File: src/rtl/tune_pkg.sv
// Shared types and default sizing for the tune sequencer and its normaliser.
package tune_pkg;

    localparam int unsigned W_DEF        = 40;
    localparam int unsigned TOPBITS_DEF  = 12;
    localparam int unsigned DIV_BASE_DEF = 12;
    localparam int unsigned DIV_W        = 4;

    typedef enum logic [1:0] {
        IDLE,
        SHIFT,
        WAIT_EDGE
    } state_t;

endpackage

File: src/rtl/tune_normaliser.sv
// Right-shifts a captured omega word until its top TOPBITS bits are zero,
// counting the shifts; done is asserted once no further shift is needed.
module tune_normaliser
    import tune_pkg::*;
#(
    parameter int unsigned W       = W_DEF,
    parameter int unsigned TOPBITS = TOPBITS_DEF
) (
    input  logic             clk,
    input  logic             reset,
    input  logic             start,
    input  logic             enable,
    input  logic [W-1:0]     din,
    output logic [W-1:0]     work,
    output logic [DIV_W-1:0] cnt,
    output logic             done
);

    logic need_shift;

    always_comb begin
        need_shift = (|work[W-1 -: TOPBITS]) && (cnt < DIV_W'(TOPBITS));
        done       = !need_shift;
    end

    always_ff @(posedge clk or posedge reset) begin
        if (reset) begin
            work <= '0;
            cnt  <= '0;
        end else if (start) begin
            work <= din;
            cnt  <= '0;
        end else if (enable && need_shift) begin
            work <= work >> 1;
            cnt  <= cnt + 1'b1;
        end
    end

endmodule

File: src/rtl/tune_sequencer.sv
// Normalises a new omega word and commits it with its divider select on a
// divided-clock edge. Optional WAIT_EDGE watchdog: define TUNE_TIMEOUT_EN.
module tune_sequencer
    import tune_pkg::*;
#(
    parameter int unsigned W        = W_DEF,
    parameter int unsigned TOPBITS  = TOPBITS_DEF,
    parameter int unsigned DIV_BASE = DIV_BASE_DEF
`ifdef TUNE_TIMEOUT_EN
    , parameter int unsigned TIMEOUT_CYC = 4095
`endif
) (
    input  logic             clk,
    input  logic             reset,
    input  logic [W-1:0]     omega_in,
    input  logic             omega_valid,
    input  logic             div_tick,
    output logic [W-1:0]     sd_kin,
    output logic [DIV_W-1:0] div_n,
    output logic             apply,
    output logic             sd_hold,
    output logic             busy
`ifdef TUNE_TIMEOUT_EN
    , output logic           timeout
`endif
);

    state_t             state, state_nx;
    logic               start, commit, tick_eff;
    logic [W-1:0]       load_word;
    logic [W-1:0]       pend_word;
    logic               pend_valid;
    logic [W-1:0]       work;
    logic [DIV_W-1:0]   cnt;
    logic               norm_done;

    tune_normaliser #(
        .W       (W),
        .TOPBITS (TOPBITS)
    ) u_norm (
        .clk    (clk),
        .reset  (reset),
        .start  (start),
        .enable (state == SHIFT),
        .din    (load_word),
        .work   (work),
        .cnt    (cnt),
        .done   (norm_done)
    );

`ifdef TUNE_TIMEOUT_EN
    logic [11:0] wd_cnt;
    logic        wd_expire;

    assign wd_expire = (state == WAIT_EDGE) && (wd_cnt == 12'(TIMEOUT_CYC - 1));
    assign tick_eff  = div_tick || wd_expire;

    always_ff @(posedge clk or posedge reset) begin
        if (reset) begin
            wd_cnt  <= '0;
            timeout <= 1'b0;
        end else begin
            wd_cnt <= (state == WAIT_EDGE && !commit) ? wd_cnt + 1'b1 : '0;
            if (wd_expire && !div_tick)
                timeout <= 1'b1;
        end
    end
`else
    assign tick_eff = div_tick;
`endif

    always_ff @(posedge clk or posedge reset) begin
        if (reset)
            state <= IDLE;
        else
            state <= state_nx;
    end

    always_comb begin
        state_nx = state;
        case (state)
            IDLE:      if (start)     state_nx = SHIFT;
            SHIFT:     if (norm_done) state_nx = WAIT_EDGE;
            WAIT_EDGE: if (tick_eff)  state_nx = IDLE;
            default:                  state_nx = IDLE;
        endcase
    end

    // A full pending slot is served before a same-cycle omega_valid; the
    // equality check is applied to whichever word is actually loaded.
    always_comb begin
        busy      = (state != IDLE);
        sd_hold   = (state == WAIT_EDGE);
        commit    = sd_hold && tick_eff;
        load_word = pend_valid ? pend_word : omega_in;
        start     = (state == IDLE) && (pend_valid || omega_valid) && (load_word != sd_kin);
    end

    always_ff @(posedge clk or posedge reset) begin
        if (reset) begin
            sd_kin     <= '0;
            div_n      <= DIV_W'(DIV_BASE);
            apply      <= 1'b0;
            pend_word  <= '0;
            pend_valid <= 1'b0;
        end else begin
            apply <= commit;
            if (commit) begin
                sd_kin <= work;
                div_n  <= DIV_W'(DIV_BASE) - cnt;
            end
            if (omega_valid && (state != IDLE || pend_valid)) begin
                pend_word  <= omega_in;
                pend_valid <= 1'b1;
            end else if (state == IDLE) begin
                pend_valid <= 1'b0;
            end
        end
    end

endmodule
File: config.mk
export PLATFORM = sky130hd
export DESIGN_NAME = tune_sequencer
export DESIGN_NICKNAME = d
export VERILOG_FILES = /design/src/rtl/tune_pkg.sv /design/src/rtl/tune_normaliser.sv /design/src/rtl/tune_sequencer.sv
export SDC_FILE = /design/constraint.sdc
export NUM_CORES = 1
export LEC_CHECK = 0
export ABC_AREA = 1
export ABC_CLOCK_PERIOD_IN_PS = 4300
export CAP_MARGIN = 20
export CORE_MARGIN = 3
export CORE_UTILIZATION = 52
export CTS_BUF_LIST = sky130_fd_sc_hd__clkbuf_4 sky130_fd_sc_hd__clkbuf_8
export CTS_CLUSTER_SIZE = 14
export DETAILED_ROUTE_END_ITERATION = 8
export PLACE_DENSITY = 0.79
export SKIP_LAST_GASP = 1
export SYNTH_ARGS = -nofsm -noshare
export SYNTH_HDL_FRONTEND = slang
export SYNTH_SLANG_ARGS = --single-unit
File: constraint.sdc
create_clock -name clk -period 4.3 [get_ports clk]
set_input_delay 0.645 -clock clk [delete_from_list [all_inputs] [get_ports clk]]
set_output_delay 0.645 -clock clk [all_outputs]
set_load 0.01 [all_outputs]
Yosys cells after proc, flatten, opt, wreduce, memory -nomap -nowiden

Index checks and enable logic that the tools add are counted.

Bits in latches: 0
Bits of input ports: 44
Register bits: 132
Memory bits (read-only): 0
Bits in writable memories: 0
Memories kept: 0
Output and inout port bits: 47

Divide/modulo/power cells: 0
Reduce and logical (&&, ||, !) cells: 14
Multiplexer cells: 11
Bitwise gates (word level): 0
Add/subtract/negate cells: 2
Multiply operators: 0
Order comparisons: 1
Shift-type cells: 0
Equality and inequality tests: 6

Operators with widths:

| kind                | number |
|---|---|
| $mux 40             | 3 |
| $ne 40x40->1        | 1 |
| $reduce_or 12->1    | 1 |
| $mux 4              | 2 |
| $logic_and 1x1->1   | 6 |
| $mux 2              | 3 |
| $ne 2x2->1 const B  | 3 |
| $pmux 2 s3          | 1 |
| $reduce_bool 2->1   | 3 |
| $add 4x1->4 const B | 1 |
| $lt 4x4->1 const B  | 1 |
| $sub 4x4->4 const A | 1 |
| $reduce_and 3->1    | 1 |
| $eq 2x1->1 const B  | 1 |
| $eq 2x2->1 const B  | 1 |
| $logic_not 2->1     | 1 |
| $logic_or 1x1->1    | 2 |
| $mux 1              | 2 |

Logic depth before layout (Yosys ltp)

Gate-level depths: netlist (run 1).

Depth after elaboration: 5
Depth in mapped cells: 17

Hierarchy

Synthesis (run 1) repeated with hierarchy kept, for this count alone.

Cells, all modules: 962
Area, all modules: 6956.7 µm²

By module, submodules not included:

| module          | times used | seq. area each (µm²) | area each (µm²) | cells an instance |
|---|---|---|---|---|
| tune_sequencer  | 1          | 2204.6               | 4604.4          | 624 |
| tune_normaliser | 1          | 1101.1               | 2352.3          | 338 |

Least setup slack after synthesis (run 1)

OpenSTA, ideal clock, no wires.

Path kind: in2reg
Start point: in omega_in[2]
End point: reg u_norm.work[10]
Buffers on the path: 1
Arrival: 1768 ps
Slack: 2415 ps
Stages on the path: 14
Cells stage by stage: inv_1 -> o21ai_1 -> inv_1 -> nand2_1 -> nand2_1 -> nor2_1 -> nand2_1 -> nor2_1 -> nand3_1 -> nand2_2 -> buf_4 -> nand2_1 -> nand2_1 -> nand2_1

Cells in the longest elaborated chain, start to end: 4

Ends and longest elaborated chain:

| element                                      | RTL line              | source |
|---|---|---|
| start, declared                              | tune_sequencer.sv:15  | `input logic [W-1:0] omega_in,` |
| $mux 40 (*)                                  | tune_sequencer.sv:95  | `load_word = pend_valid ? pend_word : omega_in;` |
| $ne 40x40->1 (*)                             | tune_sequencer.sv:96  | `start = (state == IDLE) && (pend_valid \|\| omega_valid) && (load_word != sd_kin);` |
| $logic_and 1x1->1 (*)                        | tune_sequencer.sv:96  |  |
| $mux 40 or $reduce_bool 2->1 (tied branches) | --                    |  |
| end signal, assigned                         | tune_normaliser.sv:31 | `work <= din;` |
| end signal, assigned                         | tune_normaliser.sv:34 | `work <= work >> 1;` |
| end, declared                                | tune_normaliser.sv:14 | `output logic [W-1:0] work,` |

Every way passes the cells marked *; elsewhere a longest branch is shown, timed or not.
A chain may end at the register's enable or synchronous reset.

Worst setup path after layout (run 1)

Start point: reg pend_valid
End point: reg u_norm.work[21]

Cells in the longest elaborated chain, start to end: 4

Ends and longest elaborated chain:

| element                                           | RTL line                                   | source |
|---|---|---|
| start, declared                                   | tune_sequencer.sv:32                       | `logic pend_valid;` |
| start signal, assigned                            | tune_sequencer.sv:105                      | `pend_valid <= 1'b0;` |
| start signal, assigned                            | tune_sequencer.sv:114                      | `pend_valid <= 1'b1;` |
| start signal, assigned                            | tune_sequencer.sv:116                      | `pend_valid <= 1'b0;` |
| $mux 40 or $logic_or 1x1->1 (tied branches)       | tune_sequencer.sv:95, tune_sequencer.sv:96 |  |
| $ne 40x40->1 or $logic_and 1x1->1 (tied branches) | tune_sequencer.sv:96                       |  |
| $logic_and 1x1->1                                 | tune_sequencer.sv:96                       |  |
| $mux 40 or $reduce_bool 2->1 (tied branches)      | --                                         |  |

Parallel ways exist; a longest one is shown, timed or not.

==> results by group, run 1 <==
Final layout
  – Final Non-Filler Cells: 1285
  – Number of diodes: 0
  – Final nets: 1142
  – Ratio of cells with drive above 1 in the final layout: 5.32%
  – Synth-to-Final Area Change: 19.0%
  – Final Instance Area: 8470 sq um
  – Commonest non-fill, non-tap cells in the layout: 464 x nand2_1, 129 x dfrtp_1, 126 x nand3_1, 118 x inv_1, 90 x clkdlybuf4s50_1
  – Filler instances: 1176
  – Commonest non-fill, non-tap cell in the layout: nand2_1

Worst setup path
  – Worst r2r src: pend_valid
  – Worst Path Arrival: 3.20 ns
  – Worst setup SP type: flop
  – Crit path required time: 4.65 ns
  – Critical path class: flop to flop
  – Reg2reg setup slack: 1.45 ns
  – Crit Path Max Fanout: 52
  – Register-to-Register Path Depth: 15
  – Reg2reg end: u_norm.work[21]
  – Setup crit end kind: flop

Clock tree
  – Setup Buffers After CTS: 0
  – Clk pin slew, worst setup/hold paths: 0.08 ns
  – CTS buffer count: 17
  – Max clock buf depth: 2
  – CTS tree: yes
  – # hold bufs at CTS: 0
  – Clk_lat worst skew: 0.46 ns
  – Post-cts resize count: 0
  – Root Buffer: clkbuf_8
  – CTS H-tree depth: 4
  – CTS sink count: 132

GRT
  – Pin count of the biggest net entering global routing: 72
  – Initial antenna violation count: 0
  – Vias in the first global route: 6145
  – First-pass GRT wire length: 30200 um
  – Grt total ovfl: 0
  – Gr usage total: 25.7%

Yosys
  – Post-synthesis mux area share: 0.949%
  – Yosys reg bits: 132
  – Unique cell type count in the Yosys netlist: 25
  – Mapped Cells: 1026
  – Sequential element share of the synthesized area: 46.4%
  – Mean Syn Cell Area: 6.94 sq um
  – Yosys warns: 0
  – Syn_nets: 1072
  – Post-synthesis adder-cell area fraction: 0.352%
  – Largest family of logic cells by synthesized area: simple AND/OR/NAND/NOR gates
  – Synth Area in XOR/XNOR: 0.492%
  – Simple-Gate Fraction of Synth Area: 35.0%
  – Synth Area in Compound Gates: 6.43%
  – Mapped Area: 7120 sq um

STA
  – Min Clock Period, post-route: 2.85 ns
  – Peak Freq: 350 MHz
  – Measured slew at the worst slew-check pin: 1.00 ns
  – Worst clock skew: 0.0130 ns
  – Post-route clock period utilization: 66.4%
  – Max-slew violations: 0
  – Slew headroom: 33.1%
  – Final Hold Viols: 0
  – Finish-stage setup viols: 0
  – RSZ-0062 raised after global routing: no
  – TNS Setup: 0 ns

Placed design
  – Placed cells: 1253
  – Placed Area: 8100 sq um
  – Routability Congestion: 0.878
  – I/O Buffers: 90
  – HPWL Detailed: 12500 um

Power
  – Sw Pwr: 2.95 mW
  – Max IR drop VDD: 0.000663 V
  – Sw frac: 45.2%
  – Clock share of power: 15.2%
  – Flop pwr share: 34.5%
  – Power per cell area: 772 nW/um^2
  – Pint: 3.59 mW
  – Gate power share: 50.3%
  – P_leak: 4.47 nW

Die
  – Num ports: 91
  – Initial Util: 53.5%
  – Core Region: 13300 sq um
  – Chip Height: 123 um
  – Die area: 15100 sq um
  – Die W: 123 um
  – Floorplan row count: 42

Route
  – Initial detailed-routing violation count: 668
  – Antenna Nets Post-Route: 0
  – TritonRoute pass-1 iters: 5
  – Drt wl/cell: 14.5 um
  – DRC Markers: 0
  – Via count: 6662
  – DRT Wirelength: 18700 um
  – Vias per inst: 5.18

Outcome
  – Status: finished clean

Worst hold path
  – Hold Path Class: input pin to asynchronous set/reset pin

Run
  – Max-cap violations: 0
-- worst max path at each step --
stage,end,from,depth (start not counted)
6_report,u_norm.work[21],pend_valid,15
5_1_grt,u_norm.work[22],pend_valid,15
4_1_cts,u_norm.work[21],pend_valid,15
3_5_place_dp,u_norm.work[21],omega_in[34],15
3_3_place_gp,u_norm.work[24],omega_in[2],15
2_1_floorplan,apply,reset,1
-- metrics by stage --
stage,total power [mW],utilization (%),setup WS [ns],hold slack [ns]
2_1_floorplan,4.42,-,0.132,0.453
3_3_place_gp,5.46,60.9,1.28,0.466
3_5_place_dp,5.55,60.9,1.23,0.474
4_1_cts,6.55,63.7,1.44,0.483
5_1_grt,7.13,63.7,1.18,0.505
6_report,6.54,63.7,1.45,0.490
-- synth_stat cells --
cell	number	area (sq um)
nand2_1	464	1740
dfrtp_1	130	3250
nand3_1	126	631
inv_1	119	447
o21ai_0	78	390
clkbuf_1	24	90.1
nor2_1	22	82.6
buf_4	14	105
o21ai_1	8	40.0
buf_2	6	30.0
mux2_2	6	67.6
a21oi_1	4	20.0
buf_1	4	15.0
buf_6	3	33.8
nor4_1	3	18.8
xor2_1	3	26.3
clkinv_1	2	7.51
dfstp_2	2	52.6
ha_1	2	25.0
and2_1	1	6.26
inv_4	1	6.26
nand2_2	1	6.26
nand4_1	1	6.26
o21a_1	1	7.51
xnor2_1	1	8.76
-- sequential cells by signal (all words and copies together), names as in the netlist --
| name | flops |
|---|---|
| pend_word | 40 |
| pend_valid | 1 |
| sd_kin | 40 |
| state | 2 |
| apply | 1 |
| u_norm.cnt | 4 |
| u_norm.work | 40 |
| div_n | 4 |
-- cells by family (layout without fill, tap and decap cells) --
family	Yosys count	count (layout)
AOI/OAI and AO/OA	91	91
xor gates and xnor gates	4	4
adders and majority gates	2	2
buffers and inverters	173	256
DFF	132	132
muxes	6	6
and+or+nand+nor	618	618
-- layer usage --
layer / share of wire [%] / GRT usage [%] / routed length (um)
met5: 0 / 0 / 0
met4: 1.7 / 7.96 / 320
met3: 6.9 / 6.13 / 1290
met2: 47 / 40.3 / 8740
met1: 45 / 35.7 / 8330
-- power groups by stage --
| stage | combinational (mW) | sequential (mW) | clock (mW) |
|---|---|---|---|
| final | 3.29 | 2.26 | 0.992 |
| after global routing | 3.76 | 2.32 | 1.05 |
| after CTS | 3.30 | 2.25 | 1.00 |
| after detailed placement | 3.29 | 2.26 | 0 |
| after global placement | 3.20 | 2.26 | 0 |
| after floorplan | 2.19 | 2.23 | 0 |
-- critical path, cell delays in order, from the launching register on --
cell and delay (ns):
dfrtp_2 0.44, inv_4 0.39, nand2_1 0.13, nand2_1 0.11, nand2_1 0.06, nand2_1 0.09, nand3_1 0.09, nor2_1 0.13
nand2_1 0.07, nor2_1 0.11, nand3_1 0.12, nand2_2 0.47, buf_12 0.30, nand2_1 0.08, nand2_1 0.07, nand2_1 0.05
-- cell type report --
class | instances | area [sq um] | share of cell area, %
Clock buffer | 28 | 354 | 4.18
Clock inverter | 4 | 20.0 | 0.236
Inverter | 122 | 463 | 5.46
Multi-Input combinational cell | 721 | 3090 | 36.5
Sequential cell | 132 | 3310 | 39.0
Tap cell | 176 | 220 | 2.60
Timing Repair Buffer | 102 | 1020 | 12.0
Power figures use the tool's default switching activity.
==> run 2: changes to the inputs <==
--- a/config.mk
+++ b/config.mk
@@ -6,7 +6,7 @@
 export NUM_CORES = 1
 export LEC_CHECK = 0
 export ABC_AREA = 1
-export ABC_CLOCK_PERIOD_IN_PS = 4300
+export ABC_CLOCK_PERIOD_IN_PS = 2300
 export CAP_MARGIN = 20
 export CORE_MARGIN = 3
 export CORE_UTILIZATION = 52
==> constraint.sdc (replaced) <==
create_clock -name clk -period 2.3 [get_ports clk]
set_input_delay 0.345 -clock clk [delete_from_list [all_inputs] [get_ports clk]]
set_output_delay 0.345 -clock clk [all_outputs]
set_load 0.01 [all_outputs]
==> results by group, run 2 (synthesis gave the netlist of run 1 again) <==
Clock tree
  – CTS sink count: 132 (unchanged)
  – Root Buffer: clkbuf_8 (unchanged)
  – # hold bufs at CTS: 0 (unchanged)
  – CTS buffer count: 17 (unchanged)
  – CTS tree: yes (unchanged)
  – Clk_lat worst skew: 0.46 ns (about the same)
  – CTS H-tree depth: 4 (unchanged)
  – Max clock buf depth: 2 (unchanged)
  – Clk pin slew, worst setup/hold paths: 0.08 ns (about the same)

Route
  – Via count: 7001 (was 6662)
  – Initial detailed-routing violation count: 618 (was 668)
  – Drt wl/cell: 15.6 um (was 14.5 um)
  – Antenna Nets Post-Route: 0 (unchanged)
  – Vias per inst: 5.35 (was 5.18)
  – DRC Markers: 0 (unchanged)
  – TritonRoute pass-1 iters: 6 (was 5)
  – DRT Wirelength: 20300 um (was 18700 um)

Power
  – Power per cell area: 1490 nW/um^2 (was 772 nW/um^2)
  – Sw Pwr: 5.96 mW (was 2.95 mW)
  – Max IR drop VDD: 0.00122 V (was 0.000663 V)
  – Pint: 7.48 mW (was 3.59 mW)
  – Gate power share: 52.9% (was 50.3%)
  – Sw frac: 44.3% (was 45.2%)
  – Flop pwr share: 31.4% (was 34.5%)
  – P_leak: 4.70 nW (was 4.47 nW)
  – Clock share of power: 15.6% (was 15.2%)

Final layout
  – Final Instance Area: 8990 sq um (was 8470 sq um)
  – Commonest non-fill, non-tap cells in the layout: 455 x nand2_1, 129 x dfrtp_1, 125 x nand3_1, 118 x inv_1, 90 x clkdlybuf4s50_1 (was 464 x nand2_1, 129 x dfrtp_1, 126 x nand3_1, 118 x inv_1, 90 x clkdlybuf4s50_1)
  – Fin util: 67.6% (was 63.7%)
  – Largest registers: pend_word: 40 flops, sd_kin: 40 flops, u_norm.work: 40 flops (unchanged)
  – Ratio of cells with drive above 1 in the final layout: 8.66% (was 5.32%)
  – Register area: 3310 sq um (unchanged)
  – Number of diodes: 0 (unchanged)
  – Commonest non-fill, non-tap cell in the layout: nand2_1 (unchanged)
  – Final Non-Filler Cells: 1308 (was 1285)
  – Filler instances: 1117 (was 1176)
  – Final nets: 1165 (was 1142)
  – Synth-to-Final Area Change: 26.3% (was 19.0%)
  – Area occupied by multi-input gates: 3160 sq um (was 3090 sq um)

Die
  – Core Region: 13300 sq um (unchanged)
  – Die W: 123 um (unchanged)
  – Die area: 15100 sq um (unchanged)
  – Chip Height: 123 um (unchanged)
  – Num ports: 91 (unchanged)
  – Floorplan row count: 42 (unchanged)
  – Initial Util: 53.5% (unchanged)

STA
  – Min Clock Period, post-route: 2.28 ns (was 2.85 ns)
  – PnR worst setup slack: 0.0210 ns (was 1.45 ns)
  – Slew headroom: 66.5% (was 33.1%)
  – Peak Freq: 439 MHz (was 350 MHz)
  – Max-slew violations: 0 (unchanged)
  – Worst clock skew: 0.0109 ns (was 0.0130 ns)
  – Measured slew at the worst slew-check pin: 0.503 ns (was 1.00 ns)
  – Finish-stage setup viols: 0 (unchanged)
  – Final Hold Viols: 0 (unchanged)
  – Post-route clock period utilization: 99.1% (was 66.4%)
  – RSZ-0062 raised after global routing: yes (was no)

GRT
  – Gr usage total: 26.1% (was 25.7%)
  – Initial antenna violation count: 0 (unchanged)
  – First-pass GRT wire length: 30700 um (was 30200 um)
  – Grt total ovfl: 0 (unchanged)
  – Pin count of the biggest net entering global routing: 59 (was 72)
  – Vias in the first global route: 6245 (was 6145)

Placed design
  – Setup slack at placement: -0.0506 ns (was 1.23 ns)
  – I/O Buffers: 90 (unchanged)
  – Placed Area: 8310 sq um (was 8100 sq um)
  – Routability Congestion: 0.860 (was 0.878)
  – HPWL Detailed: 12900 um (was 12500 um)
  – Placed cells: 1269 (was 1253)

Worst setup path
  – Register-to-Register Path Depth: 14 (was 15)
  – Setup crit end kind: flop (unchanged)
  – Reg2reg end: u_norm.work[38] (was u_norm.work[21])
  – Crit Path Max Fanout: 11 (was 52)
  – Worst setup SP type: flop (unchanged)
  – Critical path origin: pend_valid (unchanged)
  – Reg2reg setup slack: 0.02 ns (was 1.45 ns)
  – Worst r2r src: pend_valid (unchanged)
  – Critical path class: flop to flop (unchanged)
  – Crit path required time: 2.66 ns (was 4.65 ns)
  – Worst Path Arrival: 2.63 ns (was 3.20 ns)

Worst hold path
  – Hold Path Class: input pin to asynchronous set/reset pin (unchanged)

Run
  – Max-cap violations: 0 (unchanged)

Outcome
  – Status: finished clean (unchanged)
-- run 2: cell types whose count changed in the layout (fill, tap and decap cells not counted), moves of 3 or more --
cell | previous run | this run
nand2_1 | 464 | 455
nand2_2 | 1 | 9
buf_12 | 2 | 9
clkbuf_16 | 0 | 7
buf_4 | 10 | 15
clkbuf_4 | 5 | 1
nor2_1 | 21 | 17
nor2_2 | 1 | 5
buf_6 | 0 | 3
bufinv_16 | 0 | 3
-- run 2: critical path, stage by stage, from the launching register on --
cell       delay [ns]
dfrtp_2          0.48
clkinv_4         0.14
clkbuf_16        0.20
nand2_1          0.07
and2_1           0.17
o21ai_0          0.09
nor2_1           0.13
nand2_1          0.08
nor2_2           0.14
nand3_4          0.13
nand2_8          0.15
buf_12           0.15
nand2_1          0.07
nand2_1          0.09
nand2_1          0.06
-- run 2: worst max-delay path by stage --
stage                       to  slack, ns
3_3_place_gp   u_norm.work[39]       0.02
6_report       u_norm.work[38]       0.02
2_1_floorplan            apply       0.32
3_5_place_dp   u_norm.work[39]      -0.05
5_1_grt        u_norm.work[38]      -0.10
4_1_cts        u_norm.work[39]       0.06
-- run 2: metal layers --
layer / global-route usage [%] / vias to the layer above / routed length (um)
li1: - / 3365 / -
met1: 35.4 / 3263 / 8560
met2: 40.8 / 320 / 9750
met3: 5.95 / 53 / 1500
met4: 10.4 / 0 / 536
met5: 0 / - / 0
-- run 2: repair_timing --
action,4_1_cts,5_1_grt
endpoints found under the setup margin,0,45
buffers inserted,0,0
resized for setup,0,25
-- run 2: final cells by class --
| class | count | area share (%) |
|---|---|---|
| Sequential cell | 132 | 36.8 |
| Multi-Input combinational cell | 721 | 35.1 |
| Timing Repair Buffer | 125 | 15.8 |
| Inverter | 122 | 5.19 |
| Clock buffer | 22 | 3.30 |
| Tap cell | 176 | 2.45 |
| Clock inverter | 10 | 1.42 |
-- run 2: through the flow --
stage	TNS, ns	power (mW)	hold slack, ns
floorplan	0	8.26	0.453
global placement	0	10.5	0.465
detailed placement	-0.277	10.7	0.469
CTS	0	12.8	0.259
global route	-2.45	14.4	0.269
finish	0	13.4	0.253
-- run 2: power by group through the flow --
stage | sequential (mW) | combinational (mW) | clock (mW)
2_1_floorplan | 4.16 | 4.09 | 0
3_3_place_gp | 4.19 | 6.29 | 0
3_5_place_dp | 4.21 | 6.47 | 0
4_1_cts | 4.18 | 6.53 | 2.12
5_1_grt | 4.34 | 7.88 | 2.21
6_report | 4.23 | 7.11 | 2.10
